File: src/rtl/lcd_pkg.sv
// Shared types and constants for the character-LCD write path.
// The arbiter state encoding, controller timing constants and the default watchdog limit.
package lcd_pkg;

    typedef enum logic [1:0] {
        IDLE  = 2'd0,
        ISSUE = 2'd1,
        HOLD  = 2'd2,
        DONE  = 2'd3
    } arbState_t;

    // Controller delay constants in 50 MHz clock cycles.
    localparam logic [19:0] wait50us = 20'd2500;
    localparam logic [19:0] wait1ms  = 20'd50000;
    localparam logic [19:0] wait5ms  = 20'd250000;
    localparam logic [19:0] wait20ms = 20'd1000000;

    localparam logic [19:0] TIMEOUT_DEFAULT = 20'd5000;

    function automatic logic [1:0] toOneHot(input logic idx);
        return idx ? 2'b10 : 2'b01;
    endfunction

endpackage

File: src/rtl/lcd_rr_picker.sv
// Combinational two-way winner selection for the LCD write arbiter.
// Define LCD_ARB_FIXED_PRIO_EN to make requester 0 win every tie instead of round-robin.
module lcd_rr_picker
    import lcd_pkg::*;
(
    input  logic [1:0] reqValid,
    input  logic       rrPtr,
    output logic [1:0] winner
);

    // A lone requester always wins; a tie is settled by rrPtr or by fixed priority.
    always_comb begin
        winner = 2'b00;
        case (reqValid)
            2'b01: winner = 2'b01;
            2'b10: winner = 2'b10;
            2'b11: begin
`ifdef LCD_ARB_FIXED_PRIO_EN
                winner = 2'b01;
`else
                winner = toOneHot(rrPtr);
`endif
            end
            default: winner = 2'b00;
        endcase
    end

endmodule

File: src/rtl/lcd_write_arbiter.sv
// Shares the LCD controller write port between two requesters with a per-write watchdog.
// LCD_ARB_FIXED_PRIO_EN selects fixed priority (requester 0) instead of round-robin.
module lcd_write_arbiter
    import lcd_pkg::*;
#(
    parameter logic [19:0] TIMEOUT_CYCLES = TIMEOUT_DEFAULT
) (
    input  logic        clk,
    input  logic        rst,
    input  logic [1:0]  reqValid,
    input  logic [1:0]  reqAddrOrData,
    input  logic [15:0] reqData,
    output logic [1:0]  reqGrant,
    output logic        lcdValid,
    output logic        lcdAddrOrData,
    output logic [7:0]  lcdDataOut,
    input  logic        lcdBusLock,
    input  logic        errClear,
    output logic        timeoutErr,
    output logic        busy
);

    localparam logic [19:0] timeoutLast = TIMEOUT_CYCLES - 20'd1;

    arbState_t   state;
    arbState_t   nextState;
    logic [1:0]  pick;
    logic        winnerIdx;
    logic        rrPtr;
    logic [19:0] timer;
    logic        expire;
    logic        loadWrite;
    logic        timerAtLast;

    lcd_rr_picker uPicker (
        .reqValid (reqValid),
        .rrPtr    (rrPtr),
        .winner   (pick)
    );

    assign timerAtLast = (timer == timeoutLast);
    assign loadWrite   = (state == IDLE) && (nextState == ISSUE);

    // Expiry only counts when the handshake did not advance in the same cycle.
    always_comb begin
        nextState = state;
        expire    = 1'b0;
        case (state)
            IDLE: begin
                if (pick != 2'b00) nextState = ISSUE;
            end
            ISSUE: begin
                if (lcdBusLock) begin
                    nextState = HOLD;
                end else if (timerAtLast) begin
                    expire    = 1'b1;
                    nextState = DONE;
                end
            end
            HOLD: begin
                if (!lcdBusLock) begin
                    nextState = DONE;
                end else if (timerAtLast) begin
                    expire    = 1'b1;
                    nextState = DONE;
                end
            end
            DONE: nextState = IDLE;
            default: nextState = IDLE;
        endcase
    end

    always_ff @(posedge clk or posedge rst) begin
        if (rst) begin
            state <= IDLE;
        end else begin
            state <= nextState;
        end
    end

    // The captured write stays frozen until the next arbitration, so requesters may move on.
    always_ff @(posedge clk or posedge rst) begin
        if (rst) begin
            winnerIdx     <= 1'b0;
            lcdAddrOrData <= 1'b0;
            lcdDataOut    <= 8'h00;
        end else if (loadWrite) begin
            winnerIdx     <= pick[1];
            lcdAddrOrData <= pick[1] ? reqAddrOrData[1] : reqAddrOrData[0];
            lcdDataOut    <= pick[1] ? reqData[15:8] : reqData[7:0];
        end
    end

    always_ff @(posedge clk or posedge rst) begin
        if (rst) begin
            rrPtr <= 1'b0;
        end else if (state == DONE) begin
`ifdef LCD_ARB_FIXED_PRIO_EN
            rrPtr <= 1'b0;
`else
            rrPtr <= ~winnerIdx;
`endif
        end
    end

    always_ff @(posedge clk or posedge rst) begin
        if (rst) begin
            timer <= 20'd0;
        end else if (loadWrite) begin
            timer <= 20'd0;
        end else if (((state == ISSUE) || (state == HOLD)) && (timer != 20'hFFFFF)) begin
            timer <= timer + 20'd1;
        end
    end

    // A fresh timeout takes priority over a simultaneous clear request.
    always_ff @(posedge clk or posedge rst) begin
        if (rst) begin
            timeoutErr <= 1'b0;
        end else if (expire) begin
            timeoutErr <= 1'b1;
        end else if (errClear) begin
            timeoutErr <= 1'b0;
        end
    end

    assign lcdValid = (state == ISSUE);
    assign reqGrant = (state == DONE) ? toOneHot(winnerIdx) : 2'b00;
    assign busy     = (state != IDLE);

endmodule

File: config.mk
export PLATFORM = sky130hd
export DESIGN_NAME = lcd_write_arbiter
export DESIGN_NICKNAME = d
export VERILOG_FILES = /design/src/rtl/lcd_pkg.sv /design/src/rtl/lcd_rr_picker.sv /design/src/rtl/lcd_write_arbiter.sv
export SDC_FILE = /design/constraint.sdc
export NUM_CORES = 1
export LEC_CHECK = 0
export ABC_AREA = 1
export BUFFER_PORTS_ARGS = -buffer_cell sky130_fd_sc_hd__buf_2
export CORE_UTILIZATION = 55
export DETAILED_ROUTE_END_ITERATION = 8
export PLACE_DENSITY = 0.79
export SETUP_SLACK_MARGIN = 0.1
export SYNTH_ARGS = -nofsm -noshare
export SYNTH_HDL_FRONTEND = slang
export SYNTH_SLANG_ARGS = --single-unit
File: constraint.sdc
create_clock -name clk -period 3.28 [get_ports clk]
set_clock_uncertainty 0.1 [all_clocks]
set_input_delay 0.164 -clock clk [delete_from_list [all_inputs] [get_ports clk]]
set_output_delay 0.164 -clock clk [all_outputs]
set_load 0.05 [all_outputs]
Yosys cells after proc, flatten, opt, wreduce, memory -nomap -nowiden
Index checks and enable logic that the tools add are counted.

word-level totals
  register bits after elaboration = 34
  input port bits = 24
  output and inout bits = 14
  logic and storage cells = 45

cells by class
  add/subtract/negate cells = 1
  equality and inequality tests = 9
  mux-type cells = 19
  bitwise logic cells = 1
  reductions and logical operators = 8

operator list
  operator               number
  $mux 20                2
  $add 20x1->20 const B  1
  $eq 20x13->1 const B   1
  $ne 20x20->1 const B   1
  $mux 2                 7
  $eq 2x2->1 const B     4
  $mux 8                 1
  $pmux 2 s4             1
  $reduce_bool 2->1      4
  $eq 2x1->1 const B     3
  $mux 1                 6
  $pmux 2 s3             1
  $logic_and 1x1->1      2
  $logic_not 2->1        1
  $pmux 1 s2             1
  $logic_or 1x1->1       1
  $not 1->1              1

Logic depth before layout (Yosys ltp)
Gate-level depths: netlist of the first run.

  depth in word-level cells = 8
  mapped depth = 15
  gate-level depth less buffers = 14

Modules after synthesis
A second synthesis of the first run with hierarchy kept.

unflattened totals
  cell total of the unflattened synthesis = 277
  area, all modules = 2,073.2 um2

by module, submodules not included
  module             instances  cells an instance  area each (um2)
  lcd_write_arbiter  1          272                2,053.2
  lcd_rr_picker      1          5                  20.0

Least setup slack after synthesis of the first run
Ideal clock, no wire load.

  path type = register to register
  from = register state[1]
  to = register lcdAddrOrData
  setup time = 123 ps
  arrival time = 1,819 ps
  path slack = 1,238 ps
  cell stages (with the launch flop) = 11
  buffers on the path = 1
  clock period less this slack = 2,042 ps
  path through = dfrtp_1 inv_1 ha_1 a21oi_1 inv_1 nand3_2 nand2_4 nand2_4 clkbuf_2 o21ai_0 nand2_1

between the ends
  elaborated cells between the ends (all ways) = 11

RTL lines
  element                   line                     text
  start: declaration        lcd_write_arbiter.sv:25  arbState_t state;
  start signal: assignment  lcd_write_arbiter.sv:77  state <= nextState;
  $eq 2x1->1                -
  via lcdValid              lcd_write_arbiter.sv:14  output logic lcdValid,
  $pmux 2 s4                lcd_write_arbiter.sv:48  case (state)
  via nextState[0]          lcd_write_arbiter.sv:26  arbState_t nextState;
  $eq 2x1->1                lcd_write_arbiter.sv:42  assign loadWrite = (state == IDLE) && (nextState == ISSUE);
  $logic_and 1x1->1         lcd_write_arbiter.sv:42
  end signal: assignment    lcd_write_arbiter.sv:89  lcdAddrOrData <= pick[1] ? reqAddrOrData[1] : reqAddrOrData[0];
  end: declaration          lcd_write_arbiter.sv:15  output logic lcdAddrOrData,

The timed path passes the listed nets, and every way through them passes these cells.
A chain may end at the register's enable or synchronous reset.

Final worst setup path of the first run
  from = register timer[0]
  to = register lcdDataOut[6]

between the ends
  cells in the longest elaborated chain, start to end = 6
  elaborated cells between the ends (all ways) = 7

ends and longest elaborated chain
  element                           line                                              text
  start: declaration                lcd_write_arbiter.sv:30                           logic [19:0] timer;
  start signal: assignment          lcd_write_arbiter.sv:112                          timer <= timer + 20'd1;
  $eq 20x13->1 *                    lcd_write_arbiter.sv:41                           assign timerAtLast = (timer == timeoutLast);
  $mux 2 *                          lcd_write_arbiter.sv:55, lcd_write_arbiter.sv:63
  $mux 2, on equally long branches  lcd_write_arbiter.sv:61, lcd_write_arbiter.sv:53
  $pmux 2 s4 *                      lcd_write_arbiter.sv:48
  $eq 2x1->1 *                      lcd_write_arbiter.sv:42
  $logic_and 1x1->1 *               lcd_write_arbiter.sv:42
  end signal: assignment            lcd_write_arbiter.sv:90                           lcdDataOut <= pick[1] ? reqData[15:8] : reqData[7:0];
  end: declaration                  lcd_write_arbiter.sv:16                           output logic [7:0] lcdDataOut,

Every way passes the cells marked *; elsewhere a longest branch is shown, timed or not.

==> impl_metrics.py, run 1 <==
metrics = {
    "run_status": {
        "status": "complete, no violations",
    },
    "power_and_ir_drop": {
        "p_leak_nw": 1.21,
        "power.total_w": 0.00174,
        "ir_drop_mv": 0.429,
        "power_density_nw_per_um2": 729,
    },
    "critical_path": {
        "crit_required_ns": 3.40,
        "critPathLaunchType": "flip-flop",
        "cp.arrival_ns": 2.21,
        "cp_max_fo": 28,
        "critPathKind": "reg -> reg",
        "endpoint_kind": "flip-flop",
    },
    "synthesis": {
        "ys_warn_count": 0,
        "yosysTopAreaCellShare_pct": 41.1,
        "postSynthAreaPerCell_um2": 7.40,
        "ys_types": 30,
        "synth_seq_area_share_pct": 41.1,
        "synth_area_leaders": "dfrtp_1 41%, nand2_1 15%, nor2_1 8.7%",
        "synth_area_um2": 2070,
        "synth_nets": 310,
        "synth-seq-cells": 34,
        "syn_inst": 280,
        "synth_top_area_cell": "dfrtp_1",
    },
    "clock_tree": {
        "clk_pin_slew_worst_paths_ns": 0.07,
        "cts_htree_levels": 2,
        "ctsRootBufferMaster": "clkbuf_8",
        "postCtsSetupBuffers": 0,
        "cts_tree": "done",
        "ctsResizeCount": 0,
        "numCtsBuffers": 5,
        "clock_latency_ns": 0.28,
        "cts_hold_buf": 2,
        "cts.sinks": 34,
        "cts.path.max_buffers": 2,
    },
    "route": {
        "drc_errors": 0,
        "vias": 1823,
        "wl_per_cell_um": 11.3,
        "wl_um": 4160,
        "avgViaCountPerCell": 4.95,
        "dr.first_iter.drc_count": 82,
        "final_antenna_net_count": 0,
        "firstDrtPassIters": 5,
    },
    "sta": {
        "slew_headroom_pct": 43.3,
        "worst_pin_slew_ns": 0.850,
        "finalSetupViolCount": 0,
        "rsz0062_at_grt": "false",
        "finalMaxSlewViolations": 0,
        "fin_tns_setup_ns": 0,
        "fmax_mhz": 477,
        "min_period_ns": 2.10,
        "finalCritPeriodShare_pct": 63.9,
        "hold_violations": 0,
    },
    "layout": {
        "diodes": 0,
        "area_delta_synth_final_pct": 15.0,
        "num-nets-final": 352,
        "post-route-cell-area_um2": 2380,
        "drive_gt1_share_pct": 19.6,
        "final_cell_mix": "83 x nand2_1, 48 x nor2_1, 37 x buf_2",
        "fillerInstances": 302,
        "layout_commonest_cell": "nand2_1",
    },
    "placed_design": {
        "port_buffers": 37,
        "dp_hpwl_um": 3150,
        "gp_congestion": 0.864,
        "place_area_um2": 2280,
    },
    "global_routing": {
        "track_usage_pct": 23.8,
        "grt_pass1_wl_um": 7530,
        "grt-ovfl-total": 0,
        "grt_start_max_net_pins": 29,
        "grt_pass1_vias": 1807,
        "antenna_found_initial": 0,
    },
    "die": {
        "core_um2": 3470,
        "die_w_um": 63.4,
        "dieArea_um2": 4020,
        "die_h_um": 63.4,
        "num_io_pins": 38,
        "initial_core_util_pct": 59.7,
        "rows": 21,
    },
    "flow_run": {
        "cap_violations": 0,
    },
    "min_path": {
        "min_path_type": "in -> reg",
    },
}
## metal layers
layer	track usage, %	wire length, µm	vias up	share of wire [%]
met1	30.1	1940	793	47
met3	4.71	250	8	6.0
met2	39.6	1880	69	45
met4	9.38	80	0	1.9
li1	-	-	953	-
met5	0	0	-	0
## final cells by class
type | count | area (µm²) | share of cell area, %
clock inverter | 2 | 15.0 | 0.630
clock buffer | 5 | 68.8 | 2.89
multi-input combinational | 212 | 1070 | 44.9
inverter | 29 | 109 | 4.57
sequential | 34 | 851 | 35.7
timing repair buffer | 40 | 213 | 8.92
tap | 46 | 57.6 | 2.41
## kinds of logic after synthesis
family | synth area share (%)
and+or+nand+nor | 36.7
buffers and inverters | 7.31
DFF | 41.1
AOI/OAI and AO/OA | 5.37
xor gates and xnor gates | 5.92
adders and majority gates | 3.62
## state kept, by name, summed over array words and instances, names as in the netlist
signal	flops
lcdAddrOrData	1
lcdDataOut	8
rrPtr	1
state	2
timeoutErr	1
timer	20
winnerIdx	1
## worst max-delay path: stages (launching register included)
cell and delay [ns]:
dfrtp_1 0.40, ha_1 0.23, nand2_1 0.07, inv_1 0.04
nand2_1 0.07, inv_1 0.04, nand3_1 0.10, nand2_1 0.06
nand2_1 0.05, nand2_1 0.05, nand2_1 0.06, nand2_2 0.19
nor2_8 0.37, nand2_1 0.11, nand2_1 0.08
## power breakdown
part,internal [W],switching [W],total [W]
logic,0.000223,0.000639,0.000862
clock network,0.000145,0.000145,0.000289
registers,0.000518,0.0000679,0.000586
## per-stage QoR
stage	hold slack [ns]	instances	utilization, %	setup slack (ns)
after floorplan	0.155	280	-	1.24
after global placement	0.264	359	65.7	1.28
after detailed placement	0.254	359	65.7	1.20
after CTS	0.0665	368	68.7	1.19
after global routing	0.0902	368	68.7	0.903
final	0.0736	368	68.7	1.18
## synth_stat cells (all sizes together)
cell type,number
xor2,7
clkinv,1
nand3b,1
nand2,92
nor3,6
or2,1
a21oi,5
clkbuf,2
o21bai,1
nand4,4
inv,28
o32ai,1
nand3,16
xnor2,7
nor2,51
dfrtp,34
buf,3
o21ai,14
ha,6
## worst paths after layout
kind | startpoint | endpoint | slack, ns | depth (start not counted)
worst max-delay path | timer[0] | lcdDataOut[6] | 1.18 | 14
worst max register to register | timer[0] | lcdDataOut[6] | 1.18 | 14
worst min-delay path | reqData[13] | lcdDataOut[5] | 0.07 | 5
min in group asynchronous | rst | timer[3] | 0.50 | 3
max in group asynchronous | rst | timer[16] | 1.91 | 4
worst min register to register | lcdDataOut[1] | lcdDataOut[1] | 0.39 | 2
Note: power is estimated with default switching activity, not from simulation.
==> run 2, diff against run 1 <==
--- a/config.mk
+++ b/config.mk
@@ -5,11 +5,11 @@
 export SDC_FILE = /design/constraint.sdc
 export NUM_CORES = 1
 export LEC_CHECK = 0
-export ABC_AREA = 1
+export ABC_AREA = 0
 export BUFFER_PORTS_ARGS = -buffer_cell sky130_fd_sc_hd__buf_2
-export CORE_UTILIZATION = 55
+export CORE_UTILIZATION = 49
 export DETAILED_ROUTE_END_ITERATION = 8
-export PLACE_DENSITY = 0.79
+export PLACE_DENSITY = 0.75
 export SETUP_SLACK_MARGIN = 0.1
 export SYNTH_ARGS = -nofsm -noshare
 export SYNTH_HDL_FRONTEND = slang
==> constraint.sdc (replaced) <==
create_clock -name clk -period 1.8 [get_ports clk]
set_clock_uncertainty 0.1 [all_clocks]
set_input_delay 0.09 -clock clk [delete_from_list [all_inputs] [get_ports clk]]
set_output_delay 0.09 -clock clk [all_outputs]
set_load 0.05 [all_outputs]
==> impl_metrics.py, run 2 <==
metrics = {
    "sta": {
        "finalWorstSetupSlack_ns": -0.472,
        "finalMaxSlewViolations": 0,
        "min_period_ns": 2.27,
        "hold_violations": 0,
        "finalCritPeriodShare_pct": 126,
        "finalSetupViolCount": 33,
        "rsz0062_at_grt": "true",
        "slew_headroom_pct": 71.0,
        "worst_pin_slew_ns": 0.435,
        "fmax_mhz": 440,
    },
    "critical_path": {
        "critPathKind": "reg -> reg",
        "crit_required_ns": 1.88,
        "cp_max_fo": 6,
        "cp.arrival_ns": 2.35,
        "critPathLaunchType": "flip-flop",
        "endpoint_kind": "flip-flop",
    },
    "global_routing": {
        "grt-ovfl-total": 0,
        "antenna_found_initial": 0,
        "track_usage_pct": 27.6,
        "grt_start_max_net_pins": 35,
        "grt_pass1_wl_um": 8490,
        "grt_pass1_vias": 1832,
    },
    "min_path": {
        "min_path_type": "in -> reg",
    },
    "layout": {
        "area_delta_synth_final_pct": 54.9,
        "layout_commonest_cell": "buf_4",
        "diodes": 0,
        "multi_input_area_um2": 1280,
        "drive_gt1_share_pct": 55.3,
        "layoutNonFillerInstCount": 343,
        "largest_register_ffs": 20,
        "final_cell_mix": "51 x buf_4, 34 x buf_2, 34 x dfrtp_1",
        "fillerInstances": 227,
        "regArea_um2": 851,
        "largest-register": "timer",
        "reg.largest.list": "timer (20), lcdDataOut (8), state (2)",
        "num-nets-final": 324,
    },
    "route": {
        "firstDrtPassIters": 4,
        "dr.first_iter.drc_count": 107,
        "vias": 1864,
        "drc_errors": 0,
        "final_antenna_net_count": 0,
        "avgViaCountPerCell": 5.43,
        "wl_um": 5780,
        "wl_per_cell_um": 16.9,
    },
    "synthesis": {
        "ys_types": 39,
        "synth-seq-cells": 34,
        "ys_warn_count": 0,
        "synth_mux_area_share_pct": 13.1,
        "async_flop_share_pct": 100,
        "synth_area_leaders": "dfrtp_1 44%, mux2_4 6.9%, nor2_1 5.8%",
        "yosysTopAreaCellShare_pct": 43.6,
        "synth_xor_area_share_pct": 7.18,
        "synth_top_family_by_area": "simple AND/OR/NAND/NOR gates",
        "synth_enable_flop_cells": 0,
        "synth_area_um2": 1950,
        "synth_seq_area_share_pct": 43.6,
        "synth-simple-area-share_pct": 22.4,
        "synth_nets": 224,
        "synth_compound_area_share_pct": 6.47,
        "postSynthAreaPerCell_um2": 10.1,
        "yosysMostFrequentCell": "dfrtp_1",
        "synthTopCellsByCount": "34 x dfrtp_1, 30 x nor2_1, 12 x xnor2_1",
        "synthAdderAreaFrac_pct": 3.85,
        "synth_top_area_cell": "dfrtp_1",
        "synth-main-ff-cell": "dfrtp_1",
        "syn_inst": 194,
    },
    "placed_design": {
        "dp_hpwl_um": 3550,
        "port_buffers": 37,
        "gp_congestion": 0.818,
        "dp_slack_ns": -0.600,
        "dp.cells": 322,
    },
    "power_and_ir_drop": {
        "ir_drop_mv": 1.65,
        "p_clk_share_pct": 12.7,
        "p_leak_nw": 1.34,
        "power.share.combinational_pct": 63.9,
        "power_switching_share_pct": 44.3,
        "p_switching_w": 0.00205,
        "intPower_w": 0.00258,
        "power.total_w": 0.00463,
        "seq_power_share_pct": 23.4,
        "power_density_nw_per_um2": 1530,
    },
    "die": {
        "initial_core_util_pct": 52.1,
        "dieArea_um2": 4240,
        "die_h_um": 65.1,
        "core_um2": 3740,
        "die_w_um": 65.1,
        "num_io_pins": 38,
        "rows": 22,
    },
    "clock_tree": {
        "clock_latency_ns": 0.29,
        "cts_htree_levels": 2,
        "ctsRootBufferMaster": "clkbuf_8",
        "clk_pin_slew_worst_paths_ns": 0.07,
        "numCtsBuffers": 5,
        "cts.sinks": 34,
        "cts_tree": "done",
        "cts.path.max_buffers": 2,
    },
    "run_status": {
        "status": "complete, but fails checks",
        "violations": "negative setup slack",
    },
    "flow_run": {
        "cap_violations": 0,
    },
}
[run 2: what timing repair did]
item,4_1_cts,5_1_grt
gates cloned,3,0
hold buffers,2,0
endpoints found under the setup margin,35,36
pin swaps,11,3
hold endpoints to repair,35,0
gates resized for setup,24,48
buffers inserted,2,8
[run 2: metal layers]
layer / share of wire, % / global-route usage (%) / up-vias
met3: 3.1 / 5.03 / 14
met2: 55 / 47.0 / 41
li1: - / - / 882
met4: 2.0 / 15.8 / 0
met1: 40 / 32.6 / 927
met5: 0 / 0 / -
[run 2: kinds of logic after synthesis]
| group | after synthesis |
|---|---|
| buffers and inverters | 13 |
| adder cells (fa/ha/maj) | 6 |
| AO/OA/AOI/OAI | 19 |
| AND/OR/NAND/NOR | 86 |
| XOR/XNOR | 16 |
| flip-flops | 34 |
| multiplexers | 20 |
[run 2: power by group through the flow]
stage	Clock, W	Combinational (W)	Sequential (W)
2_1_floorplan	0	0.00116	0.00147
3_5_place_dp	0	0.00234	0.00108
6_report	0.000588	0.00296	0.00108
3_3_place_gp	0	0.00228	0.00107
5_1_grt	0.000636	0.00313	0.00110
4_1_cts	0.000601	0.00268	0.00107
[run 2: critical path: stages, from the launching register on]
cell and delay [ns]:
dfrtp_1 0.39, nor4_2 0.31, nand4_1 0.17, or4_4 0.49, a21oi_4 0.26, nor2_4 0.12
mux2_4 0.32
[run 2: path summary, 6_finish.rpt]
check                      cells after the start  slack (ns)            end           from
min reg2reg                                    1        0.41  lcdAddrOrData  lcdAddrOrData
min                                            3        0.05  lcdDataOut[2]    reqData[10]
max reg2reg                                    6       -0.47  lcdDataOut[6]       timer[5]
min in group asynchronous                      4        0.35  lcdDataOut[6]            rst
max                                            6       -0.47  lcdDataOut[6]       timer[5]
max in group asynchronous                      4        0.94     timeoutErr            rst
[run 2: cell type report]
cell class                      count  area share, %
Clock inverter                      1          0.165
Clock buffer                        7           2.85
Multi-Input combinational cell    148           42.4
Tap cell                           48           1.99
Sequential cell                    34           28.1
Inverter                            8          0.993
Timing Repair Buffer               97           23.4
[run 2: per-stage QoR]
step | area (µm²) | util (%) | setup TNS [ns] | hold WS [ns]
after global placement | 2550 | 68.0 | -13.46 | 0.100
final | 3020 | 80.8 | -12.65 | 0.0530
after detailed placement | 2550 | 68.0 | -16.05 | 0.121
after global routing | 3020 | 80.8 | -14.42 | 0.0581
after CTS | 2800 | 74.8 | -9.22 | 0.0497
after floorplan | 1970 | - | -4.91 | 0.0890
==> run 3, diff against run 2 <==
--- a/config.mk
+++ b/config.mk
@@ -9,6 +9,7 @@
 export BUFFER_PORTS_ARGS = -buffer_cell sky130_fd_sc_hd__buf_2
 export CORE_UTILIZATION = 49
 export DETAILED_ROUTE_END_ITERATION = 8
+export MAX_ROUTING_LAYER = met4
 export PLACE_DENSITY = 0.75
 export SETUP_SLACK_MARGIN = 0.1
 export SYNTH_ARGS = -nofsm -noshare
==> impl_metrics.py, run 3 (synthesized netlist as in run 2, its figures left out) <==
metrics = {
    "critical_path": {
        "cp_max_fo": 6,
        "crit_chain": "nor4_2 -> nand4_1 -> or4_4 -> a21oi_4 -> nor2_4 -> mux2_4",
        "endpoint_kind": "flip-flop",
        "critical-path-max-stage-delay_ns": 0.49,
        "cp.arrival_ns": 2.35,
        "crit_required_ns": 1.88,
        "critPathTopFamily": "simple AND/OR/NAND/NOR gates",
        "critPathLaunchType": "flip-flop",
        "path_buf_inv": 0,
        "critPathSlowestCell": "or4_4",
        "critPathKind": "reg -> reg",
    },
    "clock_tree": {
        "clk_pin_slew_worst_paths_ns": 0.07,
        "ctsRootBufferMaster": "clkbuf_8",
        "cts_tree": "done",
        "cts.sinks": 34,
        "cts.path.max_buffers": 2,
        "cts_htree_levels": 2,
        "numCtsBuffers": 5,
        "clock_latency_ns": 0.29,
    },
    "sta": {
        "finalSetupViolCount": 33,
        "whs_ns": 0.0532,
        "slew_headroom_pct": 70.3,
        "fmax_mhz": 440,
        "rsz0062_at_grt": "true",
        "finalWorstSetupSlack_ns": -0.473,
        "min_period_ns": 2.27,
        "hold_violations": 0,
        "worst_pin_slew_ns": 0.445,
        "finalCritPeriodShare_pct": 126,
        "finalMaxSlewViolations": 0,
    },
    "layout": {
        "area_delta_synth_final_pct": 54.9,
        "largest_register_ffs": 20,
        "reg.largest.list": "timer (20), lcdDataOut (8), state (2)",
        "layoutNonFillerInstCount": 343,
        "largest-register": "timer",
        "num-nets-final": 324,
        "regArea_um2": 851,
        "drive_gt1_share_pct": 55.3,
        "diodes": 0,
        "final_cell_mix": "51 x buf_4, 34 x buf_2, 34 x dfrtp_1",
        "post-route-cell-area_um2": 3020,
        "layout_commonest_cell": "buf_4",
        "fillerInstances": 227,
        "multi_input_area_um2": 1280,
    },
    "placed_design": {
        "place_area_um2": 2550,
        "dp.cells": 322,
        "gp_congestion": 0.830,
        "dp_hpwl_um": 3550,
        "port_buffers": 37,
    },
    "run_status": {
        "violations": "negative setup slack",
        "status": "complete, but fails checks",
    },
    "power_and_ir_drop": {
        "power_density_nw_per_um2": 1530,
        "ir_drop_mv": 1.65,
        "p_leak_nw": 1.34,
    },
    "global_routing": {
        "grt_pass1_vias": 1838,
        "antenna_found_initial": 0,
        "grt_start_max_net_pins": 35,
        "grt_pass1_wl_um": 8470,
        "track_usage_pct": 28.3,
        "grt-ovfl-total": 0,
    },
    "die": {
        "num_io_pins": 38,
        "initial_core_util_pct": 52.1,
        "die_w_um": 65.1,
        "dieArea_um2": 4240,
        "rows": 22,
        "core_um2": 3740,
        "die_h_um": 65.1,
    },
    "route": {
        "dr.first_iter.drc_count": 126,
        "final_antenna_net_count": 0,
        "drc_errors": 0,
        "avgViaCountPerCell": 5.38,
        "vias": 1847,
        "wl_per_cell_um": 16.9,
        "wl_um": 5810,
        "firstDrtPassIters": 4,
    },
    "min_path": {
        "min_path_type": "in -> reg",
    },
    "flow_run": {
        "cap_violations": 0,
    },
}
==> run 3: metrics by stage <==
stage / setup slack, ns / utilization, % / setup TNS [ns] / power (W)
after floorplan: -0.296 / - / -4.91 / 0.00263
after global placement: -0.501 / 68.0 / -13.46 / 0.00336
after detailed placement: -0.600 / 68.0 / -16.05 / 0.00342
after CTS: -0.377 / 74.8 / -9.22 / 0.00435
after global routing: -0.528 / 80.8 / -14.44 / 0.00487
final: -0.473 / 80.8 / -12.70 / 0.00464
==> run 3: tightest hold or removal path, cell delays in order <==
cell,delay [ns]
buf_2,0.07
mux2_2,0.13
mux2_4,0.13
==> run 3: final cells by class <==
type | instances | area share [%]
multi-input cells | 148 | 42.4
flip-flops and latches | 34 | 28.1
repair buffers | 97 | 23.4
clock buffers | 7 | 2.85
well taps | 48 | 1.99
inverters | 8 | 0.993
clock inverters | 1 | 0.165
==> run 3: final timing paths <==
check                              start            end  slack [ns]  cells past startpoint
min reg2reg                lcdAddrOrData  lcdAddrOrData        0.41                      1
max reg2reg                     timer[5]  lcdDataOut[6]       -0.47                      6
max                             timer[5]  lcdDataOut[6]       -0.47                      6
min in group asynchronous            rst  lcdDataOut[6]        0.35                      4
max in group asynchronous            rst      timer[13]        0.92                      4
min                          reqData[10]  lcdDataOut[2]        0.05                      3
==> run 3: repair_timing <==
| action | CTS | global route |
|---|---|---|
| hold buffers | 2 | 0 |
| buffers inserted | 2 | 8 |
| pin swaps | 11 | 3 |
| hold endpoints to repair | 35 | 0 |
| resized for setup | 24 | 48 |
| cloned | 3 | 0 |
| setup endpoints to repair | 35 | 36 |
==> run 3: routing by layer <==
metal / vias up / GRT usage [%] / share of wire, %
met5: - / - / 0
met1: 904 / 32.5 / 41
li1: 881 / - / -
met3: 19 / 5.03 / 2.5
met2: 43 / 47.0 / 54
met4: 0 / 15.8 / 2.8
==> run 3: power breakdown <==
part           total (W)  internal (W)  leakage, nW  switching (W)
Sequential       0.00108      0.000960        0.443       0.000123
Combinational    0.00296       0.00131        0.848        0.00165
Clock           0.000588      0.000309       0.0482       0.000279
